File: config.mk
export PLATFORM = sky130hd
export DESIGN_NAME = serial_frame_tx
export DESIGN_NICKNAME = d
export VERILOG_FILES = /design/src/rtl/serial_pkg.sv /design/src/rtl/serial_frame_tx.sv
export SDC_FILE = /design/constraint.sdc
export NUM_CORES = 1
export LEC_CHECK = 0
export BUFFER_PORTS_ARGS = -buffer_cell sky130_fd_sc_hd__buf_2
export CORE_UTILIZATION = 46
export DETAILED_ROUTE_END_ITERATION = 16
export GPL_ROUTABILITY_DRIVEN = 0
export GPL_TIMING_DRIVEN = 0
export HOLD_SLACK_MARGIN = 0.03
export PLACE_DENSITY_LB_ADDON = 0.08
export SLEW_MARGIN = 20
export SYNTH_ARGS = -nofsm -noshare
export SYNTH_HDL_FRONTEND = slang
export SYNTH_SLANG_ARGS = --single-unit
File: constraint.sdc
create_clock -name clk -period 1.23 [get_ports clk]
set_input_delay 0.3075 -clock clk [delete_from_list [all_inputs] [get_ports clk]]
set_output_delay 0.3075 -clock clk [all_outputs]
set_load 0.02 [all_outputs]
File: src/rtl/serial_pkg.sv
// Shared types and helpers for the serial framing stage.
package serial_pkg;

    typedef enum logic [1:0] {
        IDLE  = 2'd0,
        SHIFT = 2'd1,
        PAR   = 2'd2
    } state_t;

    localparam int PAR_MODE_EVEN = 0;
    localparam int PAR_MODE_ODD  = 1;

    // Counter must be able to hold every value from 0 up to the frame length.
    function automatic int cnt_width(input int frame_len);
        return $clog2(frame_len + 1);
    endfunction

endpackage

File: src/rtl/serial_frame_tx.sv
// Parallel-to-serial framer: shifts WIDTH-bit words out one bit per clock,
// optionally followed by a parity bit, with frame start/end strobes.
module serial_frame_tx
    import serial_pkg::*;
#(
    parameter int WIDTH      = 8,
    parameter int MSB_FIRST  = 1,
    parameter int PARITY_EN  = 1,
    parameter int PARITY_ODD = PAR_MODE_EVEN
) (
    input  logic             clk,
    input  logic             reset,
    input  logic [WIDTH-1:0] din,
    input  logic             din_valid,
    output logic             din_ready,
    output logic             x,
    output logic             x_valid,
    output logic             frame_start,
    output logic             frame_end
);

    localparam int FRAME_LEN = WIDTH + PARITY_EN;
    localparam int CNT_W     = cnt_width(FRAME_LEN);
    localparam logic [CNT_W-1:0] CNT_LAST_DATA = CNT_W'(WIDTH);
    localparam logic [CNT_W-1:0] CNT_PRE_LAST  = CNT_W'(WIDTH - 1);
    localparam logic PARITY_SEED = (PARITY_ODD == PAR_MODE_ODD);

    state_t           state_reg, state_next;
    logic [WIDTH-1:0] shift_reg, shift_next;
    logic [CNT_W-1:0] cnt_reg, cnt_next;
    logic             parity_reg, parity_next;
    logic             x_reg, x_next;
    logic             x_valid_reg, x_valid_next;
    logic             frame_start_reg, frame_start_next;
    logic             frame_end_reg, frame_end_next;
    logic             last_bit;
    logic             load;

    // cnt_reg holds the number of frame bits already presented on x.
    assign last_bit = (PARITY_EN != 0) ? (state_reg == PAR)
                                       : (state_reg == SHIFT && cnt_reg == CNT_LAST_DATA);
    assign din_ready = (state_reg == IDLE || last_bit) && reset;
    assign load      = din_valid && din_ready;

    assign x           = x_reg;
    assign x_valid     = x_valid_reg;
    assign frame_start = frame_start_reg;
    assign frame_end   = frame_end_reg;

    always_ff @(posedge clk or negedge reset) begin
        if (!reset) begin
            state_reg       <= IDLE;
            shift_reg       <= '0;
            cnt_reg         <= '0;
            parity_reg      <= 1'b0;
            x_reg           <= 1'b0;
            x_valid_reg     <= 1'b0;
            frame_start_reg <= 1'b0;
            frame_end_reg   <= 1'b0;
        end else begin
            state_reg       <= state_next;
            shift_reg       <= shift_next;
            cnt_reg         <= cnt_next;
            parity_reg      <= parity_next;
            x_reg           <= x_next;
            x_valid_reg     <= x_valid_next;
            frame_start_reg <= frame_start_next;
            frame_end_reg   <= frame_end_next;
        end
    end

    always_comb begin
        state_next = state_reg;
        case (state_reg)
            IDLE: begin
                if (load) state_next = SHIFT;
            end
            SHIFT: begin
                if (cnt_reg == CNT_LAST_DATA) begin
                    if (PARITY_EN != 0) state_next = PAR;
                    else                state_next = load ? SHIFT : IDLE;
                end
            end
            PAR: begin
                state_next = load ? SHIFT : IDLE;
            end
            default: state_next = IDLE;
        endcase
    end

    // Next values for the datapath and the registered outputs.
    always_comb begin
        shift_next       = shift_reg;
        cnt_next         = cnt_reg;
        parity_next      = parity_reg;
        x_next           = 1'b0;
        x_valid_next     = 1'b0;
        frame_start_next = 1'b0;
        frame_end_next   = 1'b0;
        if (load) begin
            x_next           = (MSB_FIRST != 0) ? din[WIDTH-1] : din[0];
            shift_next       = (MSB_FIRST != 0) ? (din << 1) : (din >> 1);
            cnt_next         = CNT_W'(1);
            parity_next      = (^din) ^ PARITY_SEED;
            x_valid_next     = 1'b1;
            frame_start_next = 1'b1;
        end else if (state_reg == SHIFT && cnt_reg != CNT_LAST_DATA) begin
            x_next         = (MSB_FIRST != 0) ? shift_reg[WIDTH-1] : shift_reg[0];
            shift_next     = (MSB_FIRST != 0) ? (shift_reg << 1) : (shift_reg >> 1);
            cnt_next       = cnt_reg + 1'b1;
            x_valid_next   = 1'b1;
            frame_end_next = (PARITY_EN == 0) && (cnt_reg == CNT_PRE_LAST);
        end else if (state_reg == SHIFT && PARITY_EN != 0) begin
            x_next         = parity_reg;
            cnt_next       = cnt_reg + 1'b1;
            x_valid_next   = 1'b1;
            frame_end_next = 1'b1;
        end else begin
            shift_next = '0;
            cnt_next   = '0;
        end
    end

endmodule

==> results.json, run 1 <==
{
  "cp_num_buf_inv": 2,
  "startpoint_type": "flip-flop",
  "grt_max_degree": 19,
  "ys_types": 21,
  "worstMarginPinSlew_ns": 0.783,
  "fin_crit_ns": 1.33,
  "insertion_delay_ns": 0.29,
  "synth.avg_cell_area_um2": 12.3,
  "cts.sink_count": 18,
  "placed_area_um2": 910,
  "synthCells": 66,
  "endpoint_kind": "flip-flop",
  "area_delta_synth_final_pct": 24.5,
  "clockBufferDepth": 2,
  "io_buffers": 15,
  "final_layout_size_suffix_gt1_frac": 0.385,
  "io_pins": 16,
  "grt_pass1_vias": 568,
  "ff2ff_setup_slack_ns": -0.10,
  "die_area_mm2": 0.00194,
  "hold_path.startpoint": "din[3]",
  "ys_seq_elements": 18,
  "violations": "negative setup slack",
  "r2r_cells": 6,
  "post-route-drc-count": 0,
  "htreeDepth": 1,
  "via_per_inst": 5.19,
  "dr.pass1.iters": 7,
  "hold_viol": 0,
  "finClkSkew_ns": 0.00322,
  "finalCritPeriodShare": 1.08,
  "slowest_stage": "dfrtp_1",
  "vias": 555,
  "critPathMaxStageDelay_ns": 0.41,
  "core-area_mm2": 0.00158,
  "path_delay_family": "flip-flops",
  "totalWireLength_um": 1420,
  "n_fill_cell": 142,
  "grt_util_all_layers": 0.170,
  "die_x_um": 44.0,
  "cts_tree": "built",
  "max-cap-violations": 0,
  "finalSetupViolCount": 8,
  "power_frac_seq": 0.429,
  "start_util": 0.515,
  "p_clk_frac": 0.140,
  "drt-initial-drc-count": 26,
  "hold_end": "shift_reg[4]",
  "cp_cell_sequence": "inv_2 -> ha_4 -> nand3b_4 -> nor2b_4 -> a222oi_1 -> inv_1",
  "numCtsBuffers": 3,
  "wl_per_cell_um": 13.3,
  "largest_register_ffs": 7,
  "swShare": 0.350,
  "antenna_found_initial": 0,
  "maxSlewHeadroom": 0.478,
  "clock.fmax_mhz": 751,
  "p_sw_w": 0.000720,
  "status": "finished with violations",
  "std_cell_rows": 14,
  "synth.cell_area_um2": 812,
  "nets": 106,
  "rsz0062_at_grt": "yes",
  "synthesis.nets": 79,
  "min_path_cells": 3,
  "pre_cts_ws_ns": -0.274,
  "overflow": 0,
  "final_antenna_net_count": 0,
  "place_hpwl_um": 966,
  "rr_startpoint": "cnt_reg[1]",
  "path_clk_slew_ns": 0.10,
  "intPower_w": 0.00133,
  "die_h_um": 44.0,
  "ir_drop_uv": 1000,
  "required_ns": 1.41,
  "final_cell_area_mm2": 0.00101,
  "hold_path.class": "primary input to flip-flop",
  "grt_pass1_wl_um": 2360,
  "p_comb_frac": 0.431,
  "crit_type": "flip-flop to flip-flop",
  "r2r_end": "shift_reg[5]",
  "antenna_cells": 0,
  "synth-seq-area-share": 0.555,
  "power_leakage_nw": 0.581,
  "cp_max_fo": 7,
  "cp_data_arrival_time_ns": 1.51,
  "root_buffer": "clkbuf_4",
  "slew_violations": 0,
  "power.density_mw_per_mm2": 2030,
  "finalWorstSetupSlack_ns": -0.101,
  "synth_warnings": 0
}
## worst max path at each step
stage / from / endpoint / slack (ns) / cells after the start
6_report: cnt_reg[1] / shift_reg[5] / -0.10 / 6
5_1_grt: cnt_reg[1] / shift_reg[5] / -0.21 / 6
4_1_cts: cnt_reg[0] / shift_reg[5] / -0.18 / 6
3_5_place_dp: reset / shift_reg[6] / -0.27 / 6
3_3_place_gp: reset / shift_reg[6] / -0.26 / 6
2_1_floorplan: cnt_reg[0] / shift_reg[2] / -0.08 / 6
## cell usage after synthesis (all sizes together)
cell	count	area share
nor2b	2	0.034
nand3b	1	0.025
mux2i	1	0.012
xnor2	8	0.086
nand3	1	0.0062
xor2	1	0.011
a222oi	6	0.074
a22o	1	0.012
or2	1	0.0077
o21ai	3	0.018
nor2	5	0.032
dfrtp	18	0.55
buf	1	0.014
inv	10	0.046
nand2b	1	0.0077
ha	2	0.031
nand2	4	0.028
## cell families after synthesis
group | share of synthesized area
mux | 0.0123
compound gates | 0.105
fa+ha+maj | 0.0308
xor+xnor | 0.0971
flops | 0.555
buf+inv | 0.0601
simple gates | 0.140
## worst reg2reg max path, cell delays in order, from the launching register on
cell and delay (ns):
dfrtp_1 0.41, inv_2 0.08, ha_4 0.14, nand3b_4 0.09, nor2b_4 0.16, a222oi_1 0.28
inv_1 0.07
## cell usage in the layout, fill, tap and decap left out, types with 2 or more instances in the layout
master / n
dfrtp_1: 18
buf_2: 13
inv_1: 8
xnor2_1: 8
buf_4: 7
a222oi_1: 6
nor2_1: 4
nand2_1: 3
clkbuf_4: 3
inv_2: 2
nor2b_4: 2
buf_6: 2
o21ai_1: 2
## layer usage
layer  part of all wire  wire (um)  GRT usage
met1               0.45        642      0.192
met4             0.0063          9     0.0909
met3              0.038         54     0.0286
met2               0.50        717      0.303
met5                  0          0          0
## repair_timing
item,in CTS,in global routing
buffers inserted,4,2
setup endpoints to repair,8,28
hold buffers,1,0
endpoints found under the hold margin,18,0
pin swaps,3,4
resized for setup,4,4
## power by group through the flow
stage / clock (W) / combinational, W / sequential, W
2_1_floorplan: 0 / 0.000487 / 0.000925
3_3_place_gp: 0 / 0.000673 / 0.000895
3_5_place_dp: 0 / 0.000689 / 0.000904
4_1_cts: 0.000297 / 0.000813 / 0.000877
5_1_grt: 0.000311 / 0.000992 / 0.000898
6_report: 0.000288 / 0.000886 / 0.000882
## per-stage QoR
step           hold slack (ns)  cells  TNS [ns]  total power [W]   util
6_report                 0.252    107    -0.710          0.00206  0.641
5_1_grt                  0.254    107     -1.39          0.00220  0.641
4_1_cts                  0.244    105     -1.03          0.00199  0.624
3_5_place_dp             0.264     97     -1.91          0.00159  0.577
3_3_place_gp             0.262     97     -1.78          0.00157  0.577
2_1_floorplan           0.0119     66    -0.455          0.00141      -
## cell type report
cell class / count / area (um2) / share of cell area
buffer: 1 / 11.3 / 0.0111
clock buffer: 3 / 22.5 / 0.0223
inverter: 10 / 37.5 / 0.0371
multi-input combinational: 37 / 328 / 0.324
sequential: 18 / 450 / 0.446
tap: 16 / 20.0 / 0.0198
timing repair buffer: 22 / 141 / 0.140
No activity file was read; power rests on OpenSTA's default activity.
==> run 2, diff against run 1 <==
--- a/config.mk
+++ b/config.mk
@@ -9,7 +9,6 @@
 export CORE_UTILIZATION = 46
 export DETAILED_ROUTE_END_ITERATION = 16
 export GPL_ROUTABILITY_DRIVEN = 0
-export GPL_TIMING_DRIVEN = 0
 export HOLD_SLACK_MARGIN = 0.03
 export PLACE_DENSITY_LB_ADDON = 0.08
 export SLEW_MARGIN = 20
==> run 2 against run 1 <==
Net effect:
- the flow still finishes with violations (negative setup slack)
- register-to-register slack got worse by 0.04 ns
- clock-buffer cell count increased by 1
- clock power increased by 25%
- combinational power increased by 4.5%
- setup slack got worse by 0.043 ns
- final area increased by 5.2%
- largest power group unchanged
==> results.json, run 2 (synthesis results as in run 1) <==
{
  "cts.sink_count": 18,
  "cp_cell_sequence": "inv_2 -> ha_4 -> nand3b_4 -> nor2b_4 -> a222oi_1 -> inv_1",
  "crit_type": "flip-flop to flip-flop",
  "via_per_inst": 5.10,
  "fin_cells": 113,
  "hold_path.class": "primary input to flip-flop",
  "ir_drop_uv": 1450,
  "worstMarginPinSlew_ns": 0.276,
  "grt_pass1_wl_um": 2510,
  "drt-initial-drc-count": 30,
  "insertion_delay_ns": 0.29,
  "p_sw_w": 0.000745,
  "startpoint_type": "flip-flop",
  "vias": 576,
  "layout_commonest_cell": "dfrtp_1",
  "grt_util_all_layers": 0.187,
  "fin_crit_ns": 1.37,
  "final_antenna_net_count": 0,
  "power.density_mw_per_mm2": 2030,
  "grt_pass1_vias": 572,
  "die_h_um": 44.0,
  "antenna_found_initial": 0,
  "endpoint_kind": "flip-flop",
  "overflow": 0,
  "swShare": 0.344,
  "area_delta_synth_final_pct": 31.0,
  "clock.fmax_mhz": 728,
  "finalSetupViolCount": 8,
  "antenna_cells": 0,
  "slowest_stage": "dfrtp_1",
  "whs_ns": 0.245,
  "slew_violations": 0,
  "power_w": 0.00216,
  "grt_max_degree": 19,
  "maxSlewHeadroom": 0.816,
  "io_buffers": 15,
  "rsz0062_at_grt": "yes",
  "intPower_w": 0.00142,
  "root_buffer": "clkbuf_4",
  "power_frac_seq": 0.405,
  "critPathMaxStageDelay_ns": 0.40,
  "dr.pass1.iters": 7,
  "clockBufferDepth": 2,
  "path_clk_slew_ns": 0.10,
  "violations": "negative setup slack",
  "io_pins": 16,
  "post-route-drc-count": 0,
  "hold_viol": 0,
  "p_clk_frac": 0.167,
  "start_util": 0.515,
  "die_area_mm2": 0.00194,
  "required_ns": 1.41,
  "htreeDepth": 1,
  "cp_data_arrival_time_ns": 1.55,
  "std_cell_rows": 14,
  "finClkSkew_ns": 0.00369,
  "nets": 111,
  "numCtsBuffers": 3,
  "core-area_mm2": 0.00158,
  "max-cap-violations": 0,
  "cp_max_fo": 7,
  "final_layout_size_suffix_gt1_frac": 0.443,
  "finalWorstSetupSlack_ns": -0.144,
  "wl_per_cell_um": 13.2,
  "p_comb_frac": 0.428,
  "final_cell_mix": "18 x dfrtp_1, 14 x buf_2, 11 x buf_4, 8 x xnor2_1, 7 x inv_1",
  "totalWireLength_um": 1490,
  "die_x_um": 44.0,
  "place_hpwl_um": 1090,
  "pre_cts_ws_ns": -0.141,
  "power_leakage_nw": 0.596,
  "largest_register_ffs": 7,
  "status": "finished with violations",
  "place_inst": 106,
  "cts_tree": "built",
  "finalCritPeriodShare": 1.12
}
run 2: worst paths after layout:
check,startpoint,to,slack (ns),depth (start not counted)
setup / recovery,cnt_reg[1],shift_reg[3],-0.14,6
hold / removal,din[4],shift_reg[5],0.24,3
setup reg to reg,cnt_reg[1],shift_reg[3],-0.14,6
hold reg to reg,shift_reg[5],shift_reg[6],0.51,2
max in group asynchronous,reset,frame_end,0.53,3
min in group asynchronous,reset,x_valid,0.51,3
run 2: layer usage:
| metal | track usage | wire length (um) | vias to the layer above |
|---|---|---|---|
| met1 | 0.256 | 745 | 271 |
| met5 | 0 | 0 | - |
| li1 | - | - | 285 |
| met3 | 0.0571 | 52 | 4 |
| met2 | 0.259 | 662 | 16 |
| met4 | 0.115 | 31 | 0 |
run 2: final cells by class:
| type | count | area [um2] |
|---|---|---|
| flip-flops and latches | 18 | 450 |
| multi-input cells | 37 | 332 |
| fillers | 126 | 513 |
| well taps | 16 | 20.0 |
| repair buffers | 28 | 185 |
| clock buffers | 4 | 36.3 |
| inverters | 10 | 40.0 |
run 2: per-stage QoR:
step	TNS (ns)	utilization	area, um2
6_report	-0.853	0.675	1060
5_1_grt	-1.52	0.675	1060
4_1_cts	-0.933	0.666	1050
3_5_place_dp	-0.718	0.617	973
3_3_place_gp	-0.613	0.617	973
2_1_floorplan	-0.455	-	815
run 2: power by group through the flow:
stage          sequential (W)  combinational, W  clock [W]
3_5_place_dp         0.000873          0.000823          0
6_report             0.000875          0.000926   0.000361
4_1_cts              0.000866          0.000881   0.000374
3_3_place_gp         0.000873          0.000799          0
5_1_grt              0.000893           0.00102   0.000407
2_1_floorplan        0.000925          0.000487          0
run 2: what timing repair did:
action                                 4_1_cts  5_1_grt
pin swaps                                    1        4
cloned                                       0        0
buffers inserted                             2        0
hold buffers                                 1        0
endpoints found under the hold margin       18        0
setup endpoints to repair                    8        9
resized for setup                            6        4
run 2: worst max-delay path, delay by kind of cell (launching register included):
| family | cells | cell delay (ns) |
|---|---|---|
| AO/OA/AOI/OAI | 1 | 0.32 |
| buffers and inverters | 2 | 0.14 |
| adder cells (fa/ha/maj) | 1 | 0.14 |
| flip-flops | 1 | 0.40 |
| AND/OR/NAND/NOR | 2 | 0.26 |
